**config.mk**
```make
export PLATFORM = sky130hd
export DESIGN_NAME = adc_scan_scheduler_flat
export DESIGN_NICKNAME = d
export VERILOG_FILES = /design/src/rtl/adc_scan_scheduler_pkg.sv /design/src/rtl/adc_scan_scheduler_if.sv /design/src/rtl/adc_scan_scheduler_rr_pick.sv /design/src/rtl/adc_scan_scheduler.sv /design/src/flat_wrapper.sv
export SDC_FILE = /design/constraint.sdc
export NUM_CORES = 1
export LEC_CHECK = 0
export ABC_AREA = 1
export BUFFER_PORTS_ARGS = -buffer_cell sky130_fd_sc_hd__buf_2
export CAP_MARGIN = 10
export CORE_MARGIN = 2
export CORE_UTILIZATION = 58
export CTS_CLUSTER_SIZE = 12
export DETAILED_ROUTE_END_ITERATION = 6
export GPL_TIMING_DRIVEN = 0
export PLACE_DENSITY_LB_ADDON = 0.3
export SLEW_MARGIN = 25
export SYNTH_ARGS = -nofsm -noshare
export SYNTH_HDL_FRONTEND = slang
export SYNTH_HIERARCHICAL = 1
export SYNTH_SLANG_ARGS = --single-unit
```
**constraint.sdc**
```tcl
create_clock -name clk12MHz -period 4.05 [get_ports clk12MHz]
set_input_delay 0.2025 -clock clk12MHz [delete_from_list [all_inputs] [get_ports clk12MHz]]
set_output_delay 0.2025 -clock clk12MHz [all_outputs]
set_load 0.03 [all_outputs]
```
**src/rtl/adc_scan_scheduler_pkg.sv**
```systemverilog
// Shared types and constants for the ADC scan scheduler: FSM state encoding,
// channel count, result width and the default channel-0 command byte.
package adc_scan_pkg;

    localparam int NUM_CH = 4;
    localparam int RESULT_W = 10;
    localparam logic [7:0] ADC_ID_BASE_DEF = 8'hA1;

    typedef enum logic [2:0] {
        IDLE,
        PICK,
        SEND,
        RX_LO,
        GAP,
        RX_HI,
        STORE
    } state_t;

endpackage

```
**src/rtl/adc_scan_scheduler_if.sv**
```systemverilog
// UART-side handshake bundle: command byte out to the sender, result bytes in
// from the receiver. master = scheduler, slave = UART.
interface adc_scan_scheduler_if;
    logic       tx_req;
    logic [7:0] tx_data;
    logic       tx_done;
    logic       rx_arm;
    logic       rx_valid;
    logic [7:0] rx_data;

    modport master (
        output tx_req, tx_data, rx_arm,
        input  tx_done, rx_valid, rx_data
    );

    modport slave (
        input  tx_req, tx_data, rx_arm,
        output tx_done, rx_valid, rx_data
    );
endinterface

```
**src/rtl/adc_scan_scheduler_rr_pick.sv**
```systemverilog
// Round-robin channel picker: lowest enabled channel above last, wrapping,
// plus a flag telling whether that channel is the highest enabled one.
module adc_rr_pick (
    input  logic [3:0] mask,
    input  logic [1:0] last,
    output logic [1:0] next,
    output logic       any,
    output logic       is_last
);
    logic [1:0] cand;
    logic [1:0] highest;

    always_comb begin
        next    = '0;
        any     = 1'b0;
        cand    = '0;
        highest = '0;
        // i = 4 wraps back onto last itself, so a single-channel mask still picks
        for (int i = 1; i <= 4; i++) begin
            cand = last + 2'(i);
            if (!any && mask[cand]) begin
                next = cand;
                any  = 1'b1;
            end
        end
        for (int i = 0; i < 4; i++) begin
            if (mask[i]) highest = 2'(i);
        end
        is_last = any && (next == highest);
    end
endmodule

```
**src/rtl/adc_scan_scheduler.sv**
```systemverilog
// ADC scan scheduler: round-robin command/response sequencing over a UART link
// with per-channel result registers. Define ADC_SCAN_AVG_EN to average stores.
module adc_scan_scheduler
    import adc_scan_pkg::*;
#(
    parameter int         TIMEOUT_CYCLES = 12000,
    parameter logic [7:0] ADC_ID_BASE    = ADC_ID_BASE_DEF
) (
    input  logic                 clk12MHz,
    input  logic                 reset,
    adc_scan_scheduler_if.master bus,
    input  logic [NUM_CH-1:0]    chan_mask,
    input  logic                 continuous,
    input  logic                 start,
    input  logic [1:0]           rd_chan,
    input  logic                 rd_en,
    output logic [RESULT_W-1:0]  rd_data,
    output logic [NUM_CH-1:0]    fresh,
    output logic [NUM_CH-1:0]    err,
    input  logic                 err_clr,
    output logic                 busy
);
    // state | meaning
    // IDLE  | waiting for start or continuous mode
    // PICK  | choose next enabled channel round-robin
    // SEND  | command byte offered to the UART sender
    // RX_LO | receiver armed for result low byte
    // GAP   | waiting for rx_valid to drop between bytes
    // RX_HI | receiver armed for result bits 9:8
    // STORE | write result, set fresh flag

    localparam int WD_W = $clog2(TIMEOUT_CYCLES + 1);

    state_t state, state_next;
    logic [1:0] ch, last_served;
    logic last_q;
    logic [7:0] lo_byte;
    logic [1:0] hi_bits;
    logic [WD_W-1:0] wd;
    logic tx_req_q, rx_arm_q, tx_req_next, rx_arm_next;
    logic [7:0] tx_data_q;
    logic [RESULT_W-1:0] result [NUM_CH];
    logic [RESULT_W-1:0] new_val, store_val;
    logic [NUM_CH-1:0] fresh_next, err_next;
    logic pick_any, pick_is_last;
    logic [1:0] pick_next;
    logic do_pick, wd_clr, cap_lo, cap_hi, do_store, do_timeout;
    logic wd_hit, sweep_done;

    adc_rr_pick u_pick (
        .mask    (chan_mask),
        .last    (last_served),
        .next    (pick_next),
        .any     (pick_any),
        .is_last (pick_is_last)
    );

    assign wd_hit     = (wd == WD_W'(TIMEOUT_CYCLES - 1));
    assign sweep_done = !continuous && last_q;
    assign new_val    = {hi_bits, lo_byte};

`ifdef ADC_SCAN_AVG_EN
    logic [NUM_CH-1:0] seen;
    logic [RESULT_W:0] sum;
    assign sum       = {1'b0, result[ch]} + {1'b0, new_val};
    assign store_val = seen[ch] ? RESULT_W'(sum >> 1) : new_val;
`else
    assign store_val = new_val;
`endif

    always_comb begin
        state_next  = state;
        tx_req_next = tx_req_q;
        rx_arm_next = rx_arm_q;
        do_pick     = 1'b0;
        wd_clr      = 1'b0;
        cap_lo      = 1'b0;
        cap_hi      = 1'b0;
        do_store    = 1'b0;
        do_timeout  = 1'b0;
        case (state)
            IDLE: if (chan_mask != '0 && (continuous || start)) state_next = PICK;
            PICK: begin
                if (pick_any) begin
                    do_pick     = 1'b1;
                    tx_req_next = 1'b1;
                    state_next  = SEND;
                end else begin
                    state_next = IDLE;
                end
            end
            SEND: if (bus.tx_done) begin
                tx_req_next = 1'b0;
                rx_arm_next = 1'b1;
                wd_clr      = 1'b1;
                state_next  = RX_LO;
            end
            RX_LO, RX_HI: begin
                if (bus.rx_valid) begin
                    cap_lo      = (state == RX_LO);
                    cap_hi      = (state == RX_HI);
                    rx_arm_next = 1'b0;
                    state_next  = (state == RX_LO) ? GAP : STORE;
                end else if (wd_hit) begin
                    do_timeout  = 1'b1;
                    rx_arm_next = 1'b0;
                    state_next  = sweep_done ? IDLE : PICK;
                end
            end
            GAP: if (!bus.rx_valid) begin
                rx_arm_next = 1'b1;
                wd_clr      = 1'b1;
                state_next  = RX_HI;
            end
            STORE: begin
                do_store   = 1'b1;
                state_next = sweep_done ? IDLE : PICK;
            end
            default: state_next = IDLE;
        endcase
    end

    // set beats clear on both flag vectors
    always_comb begin
        fresh_next = fresh;
        err_next   = err;
        if (rd_en) fresh_next[rd_chan] = 1'b0;
        if (do_store) fresh_next[ch] = 1'b1;
        if (err_clr) err_next = '0;
        if (do_timeout) err_next[ch] = 1'b1;
    end

    always_ff @(posedge clk12MHz) begin
        if (reset) begin
            state       <= IDLE;
            tx_req_q    <= 1'b0;
            rx_arm_q    <= 1'b0;
            tx_data_q   <= '0;
            ch          <= '0;
            last_served <= 2'd3;
            last_q      <= 1'b0;
            lo_byte     <= '0;
            hi_bits     <= '0;
            wd          <= '0;
            fresh       <= '0;
            err         <= '0;
            for (int i = 0; i < NUM_CH; i++) result[i] <= '0;
`ifdef ADC_SCAN_AVG_EN
            seen        <= '0;
`endif
        end else begin
            state    <= state_next;
            tx_req_q <= tx_req_next;
            rx_arm_q <= rx_arm_next;
            fresh    <= fresh_next;
            err      <= err_next;
            if (do_pick) begin
                ch          <= pick_next;
                last_served <= pick_next;
                last_q      <= pick_is_last;
                tx_data_q   <= ADC_ID_BASE + 8'(pick_next);
            end
            if (wd_clr) wd <= '0;
            else if (state == RX_LO || state == RX_HI) wd <= wd + WD_W'(1);
            if (cap_lo) lo_byte <= bus.rx_data;
            if (cap_hi) hi_bits <= bus.rx_data[1:0];
            if (do_store) begin
                result[ch] <= store_val;
`ifdef ADC_SCAN_AVG_EN
                seen[ch]   <= 1'b1;
`endif
            end
        end
    end

    assign bus.tx_req  = tx_req_q;
    assign bus.tx_data = tx_data_q;
    assign bus.rx_arm  = rx_arm_q;
    assign rd_data     = result[rd_chan];
    assign busy        = (state != IDLE);
endmodule
```
**src/flat_wrapper.sv**
```systemverilog
// flat-port wrapper written by rule: the top's interface ports become plain ports
module adc_scan_scheduler_flat import adc_scan_pkg::*;
#(
    parameter int         TIMEOUT_CYCLES = 12000,
    parameter logic [7:0] ADC_ID_BASE    = ADC_ID_BASE_DEF
)
  (clk12MHz, reset, chan_mask, continuous, start, rd_chan, rd_en, rd_data, fresh, err, err_clr, busy, bus_tx_req, bus_tx_data, bus_rx_arm, bus_tx_done, bus_rx_valid, bus_rx_data);
  adc_scan_scheduler_if bus_i ();
  input  logic clk12MHz;
  input  logic reset;
  input  logic [NUM_CH-1:0] chan_mask;
  input  logic continuous;
  input  logic start;
  input  logic [1:0] rd_chan;
  input  logic rd_en;
  output logic [RESULT_W-1:0] rd_data;
  output logic [NUM_CH-1:0] fresh;
  output logic [NUM_CH-1:0] err;
  input  logic err_clr;
  output logic busy;
  output wire logic [$bits(bus_i.tx_req)-1:0] bus_tx_req;
  output wire logic [$bits(bus_i.tx_data)-1:0] bus_tx_data;
  output wire logic [$bits(bus_i.rx_arm)-1:0] bus_rx_arm;
  input wire logic [$bits(bus_i.tx_done)-1:0] bus_tx_done;
  input wire logic [$bits(bus_i.rx_valid)-1:0] bus_rx_valid;
  input wire logic [$bits(bus_i.rx_data)-1:0] bus_rx_data;
  assign bus_tx_req = bus_i.tx_req;
  assign bus_tx_data = bus_i.tx_data;
  assign bus_rx_arm = bus_i.rx_arm;
  assign bus_i.tx_done = bus_tx_done;
  assign bus_i.rx_valid = bus_rx_valid;
  assign bus_i.rx_data = bus_rx_data;
  adc_scan_scheduler #(.TIMEOUT_CYCLES(TIMEOUT_CYCLES), .ADC_ID_BASE(ADC_ID_BASE)) u_core (.clk12MHz(clk12MHz), .reset(reset), .bus(bus_i), .chan_mask(chan_mask), .continuous(continuous), .start(start), .rd_chan(rd_chan), .rd_en(rd_en), .rd_data(rd_data), .fresh(fresh), .err(err), .err_clr(err_clr), .busy(busy));
endmodule
```
== Word level (Yosys, flattened, before mapping) ==
Memory sizes are Yosys's and may differ from the RTL's.
Cells that the tools add are included.

* Register bits: 50
* Bits in latches: 0
* Memory bits (writable): 40
* Bits in read-only memories: 0
* Input bits: 22
* Output and inout port bits: 29
* Word-level logic and storage cells: 133
* Memories: 1

{| class="wikitable"
|+ Memories
! memory !! depth !! bits a word !! rd ports !! clocked after Yosys merged registers in !! wr ports !! line !! source
|-
| u_core.result || 4 || 10 || 1 || 0 || 4 || adc_scan_scheduler.sv:42 || <nowiki>logic [RESULT_W-1:0] result [NUM_CH];</nowiki>
|}

* Add/subtract/negate cells: 5
* Multipliers: 0
* Divide/modulo/power cells: 0
* $lt $le $gt $ge: 8
* Equality and inequality tests: 13
* Shift-type cells: 0
* Muxes and demuxes: 65
* Bitwise logic cells: 4
* Reductions and logical operators: 25

{| class="wikitable"
|+ Operators by type and width
! operator !! count
|-
| $mux 1 || 36
|-
| $lt 2x3->1 const B || 6
|-
| $mux 2 || 9
|-
| $pmux 3 s6 || 1
|-
| $mux 4 || 4
|-
| $mux 3 || 5
|-
| $add 14x1->14 const B || 1
|-
| $eq 14x14->1 const B || 1
|-
| $mux 10 || 1
|-
| $reduce_or 10->1 || 1
|-
| $eq 3x3->1 const B || 3
|-
| $add 8x2->8 const A || 1
|-
| $bmux 1 s2 || 4
|-
| $logic_and 1x1->1 || 8
|-
| $or 4x4->4 || 2
|-
| $reduce_and 4->1 || 2
|-
| $eq 3x2->1 const B || 2
|-
| $reduce_bool 3->1 || 2
|-
| $add 2x2->2 const B || 2
|-
| $and 4x4->4 || 1
|-
| $demux 1 s2 || 2
|-
| $ge 2x1->1 const B || 2
|-
| $logic_not 1->1 || 4
|-
| $ne 2x1->1 const B || 2
|-
| 14 further kinds || 18
|}

== Logic depth before layout (Yosys ltp) ==
* Word-level depth: 15
* Depth in mapped cells: 15
* Mapped depth without buffers: 14

== Modules after synthesis ==
Netlist, hierarchy kept.

{| class="wikitable"
|+ Modules (own cells, without submodules)
! module !! instances !! cells an instance !! area each (um2) !! sequential area each (um2)
|-
| adc_scan_scheduler || 1 || 435 || 3804.9 || 2122.0
|-
| adc_rr_pick || 1 || 67 || 355.3 || 0.0
|}

== Least setup slack after synthesis ==
Ideal clock, no wire load.

* Path type: register to register
* Start point: register u_core.last_served[0]
* End point: register u_core.tx_data_q[1] (netlist: u_core/bus.tx_data[1])
* Library setup time: 0.116 ns
* Arrival: 1.584 ns
* Data required time: 3.934 ns
* Slack: 2.350 ns
* Stages on the path, launching flop included: 14
* Buffers on the path: 1
* Period minus slack after synthesis: 1.700 ns
* Cell sequence: dfxtp_1 buf_6 inv_6 nand2_1 nand2_2 nand2_1 nand2_2 nand2_2 nand2_1 nand2_2 a21boi_0 ha_1 o21ai_0 nor2_1

* Elaborated cells between the ends (all ways): 28
* Those cells by class: add/sub: 4; mux: 18; reduce/logical: 6

{| class="wikitable"
|+ RTL lines
! what !! line !! source
|-
| start, declared || adc_scan_scheduler.sv:35 || <nowiki>logic [1:0] ch, last_served;</nowiki>
|-
| start signal, assigned || adc_scan_scheduler.sv:159 || <nowiki>last_served <= pick_next;</nowiki>
|-
| $add 2x1->2 || adc_scan_scheduler_rr_pick.sv:20 || <nowiki>cand = last + 2'(i);</nowiki>
|-
| $bmux 1 s2 || adc_scan_scheduler_rr_pick.sv:21 || <nowiki>if (!any && mask[cand]) begin</nowiki>
|-
| $mux 1 (implied by the code) || adc_scan_scheduler_rr_pick.sv:21 ||
|-
| $mux 1 || adc_scan_scheduler_rr_pick.sv:21 ||
|-
| $logic_not 1->1 || adc_scan_scheduler_rr_pick.sv:21 ||
|-
| $logic_and 1x1->1 || adc_scan_scheduler_rr_pick.sv:21 ||
|-
| $mux 1 || adc_scan_scheduler_rr_pick.sv:21 ||
|-
| $logic_not 1->1 || adc_scan_scheduler_rr_pick.sv:21 ||
|-
| $logic_and 1x1->1 || adc_scan_scheduler_rr_pick.sv:21 ||
|-
| $mux 1 || adc_scan_scheduler_rr_pick.sv:21 ||
|-
| $logic_not 1->1 || adc_scan_scheduler_rr_pick.sv:21 ||
|-
| $logic_and 1x1->1 || adc_scan_scheduler_rr_pick.sv:21 ||
|-
| $mux 2 (*) || adc_scan_scheduler_rr_pick.sv:21 ||
|-
| named net u_core.pick_next[0] || adc_scan_scheduler.sv:46 || <nowiki>logic [1:0] pick_next;</nowiki>
|-
| $add 8x2->8 (*) || adc_scan_scheduler.sv:161 || <nowiki>tx_data_q <= ADC_ID_BASE + 8'(pick_next);</nowiki>
|-
| end signal, assigned || adc_scan_scheduler.sv:161 ||
|-
| end, declared || adc_scan_scheduler.sv:41 || <nowiki>logic [7:0] tx_data_q;</nowiki>
|}

Mark *: on every way through the listed nets, which the timed path passes. The rest lies on a longest branch. The select of a mux whose other input is x is not followed.
A chain may end at the register's enable or synchronous reset.

==> impl_metrics.yaml <==
status:
  status: "finished clean"
synth:
  synth_most_common_cell: "nand2_1"
  yosys_warnings: 6
  synth.largest_area_cell: "edfxtp_1"
  synth_edf_count: 40
  netlist_top_cells_count: "nand2_1, nor2_1, nand3_1"
  synth_area_per_cell_sq_um: 8.29
  synth_cells: 502
  ys_async_sr_fraction_pct: 0
  ys_top_cells_by_area: "edfxtp_1, dfxtp_1, nand2_1"
  synth_seq_cells: 86
  synth_cell_type_count: 38
  synth_area_sq_um: 4160
  yosysSeqAreaShare_pct: 51.0
  ys.flop_type: "dfxtp_1"
  synth_top_area_share_pct: 28.9
timing:
  skew_ps: 13.9
  holdWs_ps: 136
  hold_violations: 0
  rsz0062_at_grt: "no"
  postLayoutSetupSlackWorst_ps: 2070
  tns_ps: 0
  maxSlewHeadroom_pct: 65.3
  max_freq_mhz: 505
  fin_crit_sh_pct: 48.9
  period_minus_slack_ps: 1980
  setup_viol: 0
  worst_pin_slew_ps: 521
  drv_slew: 0
critical_path:
  crit_type: "flop to flop"
  crit_chain: "inv_2 > nand3_1 > nor2_1 > nand2_1 > buf_2 > nand2_1"
  worstPathMaxFanout: 10
  crit_top_cell: "nand2_1"
  crit_arrival_ps: 1970
  critPathMaxStageDelay_ps: 410
  critPathLaunchType: "flop"
  end_kind: "flop"
  reg2reg_depth: 6
  worstPathRequired_ps: 4040
  critPathSlowestCell: "nand2_1"
placed_design:
  dp_slack_ps: 2070
  hpwl_microns: 6240
  gp_congestion: 0.878
  port_buffers: 47
  placed_area_sq_um: 4520
clocking:
  h-tree-depth: 3
  clk_latency_ps: 340
  ctsHoldBuffers: 0
  numCtsBuffers: 9
  post-cts-setup-buffer-count: 0
  path_clk_slew_ps: 80
  clock_tree.buffer_depth: 2
  cts-root-buf: "clkbuf_8"
  cts.repair.resized: 0
  cts_tree: "yes"
  cts_num_sinks: 86
floorplanning:
  dieWidth_microns: 88.7
  core_area_sq_um: 6870
  num_rows: 30
  initial_core_util_pct: 60.6
  io_pins: 51
  die_y_microns: 88.7
  dieArea_sq_um: 7870
routing:
  num_vias: 3513
  first_pass_iters: 4
  drt-total-wl_microns: 8530
  drt_iter0_drc: 184
  drt-wirelength-per-cell_microns: 12.9
  ant_nets: 0
  vias_per_cell: 5.30
  drc: 0
cells_and_area:
  multi_input_area_sq_um: 1740
  num-fill-cells: 573
  antenna_cells: 0
  area_growth_pct: 12.9
  drive_above_1_share_pct: 20.1
  register_area_sq_um: 2120
  finalInstanceArea_sq_um: 4700
  final_nets: 586
global_routing:
  grt_use_total_pct: 23.2
  overflow: 0
  grt_pass1_vias: 3192
  antenna_found_initial: 0
  grt_pass1_wl_microns: 13900
  grt_max_degree: 17
pwr:
  p_per_area_nw_per_um2: 528
  leakagePower_nw: 1.97
  report.power.total_mw: 2.48
  ir_worst_vdd_v: 0.000442
hold_path:
  min_path_cells: 3
  min_path_type: "input pin to flop"
run:
  drv_cap: 0
[placed cells by master, fill, tap and decap left out, drive strengths merged, types with 3 or more instances in the layout]
cell,count
a21oi,35
a22oi,9
buf,58
clkbuf,18
clkinvlp,4
conb,3
dfxtp,46
edfxtp,40
inv,50
nand2,113
nand3,56
nand4,7
nor2,83
nor3,10
o21ai,22
[through the flow]
step / std cells / utilization, %
after CTS: 663 / 68.4
after floorplan: 504 / -
after detailed placement: 647 / 65.8
after global placement: 647 / 65.8
after global routing: 663 / 68.4
final: 663 / 68.4
[registers in the layout, indices dropped and copies added (netlist names)]
| signal | cells |
|---|---|
| u_core/bus.rx_arm | 1 |
| u_core/fresh | 4 |
| u_core/last_q | 1 |
| u_core/ch | 2 |
| u_core/bus.tx_req | 1 |
| u_core/result | 40 |
| u_core/lo_byte | 8 |
| u_core/last_served | 2 |
| u_core/hi_bits | 2 |
| u_core/err | 4 |
| u_core/wd | 14 |
| u_core/state | 3 |
| u_core/bus.tx_data | 4 |
[worst paths after layout]
path | startpoint | end | slack, ps
setup reg to reg | u_core/state[0] | u_core/result[1][4] | 2070
hold reg to reg | u_core/err[3] | u_core/err[3] | 470
setup / recovery | u_core/state[0] | u_core/result[1][4] | 2070
hold / removal | bus_rx_data[5] | u_core/lo_byte[5] | 140
[power by group]
| part | leakage, nW | internal (mW) | switching [mW] | total, mW |
|---|---|---|---|---|
| Sequential | 0.786 | 0.989 | 0.0585 | 1.05 |
| Combinational | 1.11 | 0.306 | 0.603 | 0.909 |
| Clock | 0.0751 | 0.226 | 0.297 | 0.523 |
[area by class of cell]
| class | count | area share [%] |
|---|---|---|
| inverter | 50 | 4.10 |
| multi-input combinational | 349 | 37.1 |
| sequential | 86 | 45.2 |
| clock inverter | 6 | 1.01 |
| buffer | 19 | 2.34 |
| timing repair buffer | 47 | 5.01 |
| clock buffer | 10 | 2.72 |
| tap | 96 | 2.56 |
[logic make-up (layout without fill, tap and decap cells)]
family                   after synthesis  in the layout  share of synthesized area, %
AND/OR/NAND/NOR                      273            273                          31.5
flip-flops                            86             86                          51.0
AO/OA/AOI/OAI                         70             70                          9.35
buffers and inverters                 69            132                          7.28
adder cells (fa/ha/maj)                2              2                         0.601
other                                  1              3                        0.0901
XOR/XNOR                               1              1                         0.211
[critical path, delay by kind of cell, from the launching register on]
family / cells / cell delay (ps)
buf+inv: 2 / 380
flops: 1 / 370
simple gates: 4 / 880
[layer usage]
layer / up-vias / global-route usage (%) / wire, microns
li1: 1784 / - / -
met1: 1631 / 26.7 / 3590
met2: 94 / 43.7 / 4470
met3: 4 / 4.66 / 433
met4: 0 / 5.79 / 31
met5: - / 0 / 0
Note: power is estimated with default switching activity, not from simulation.
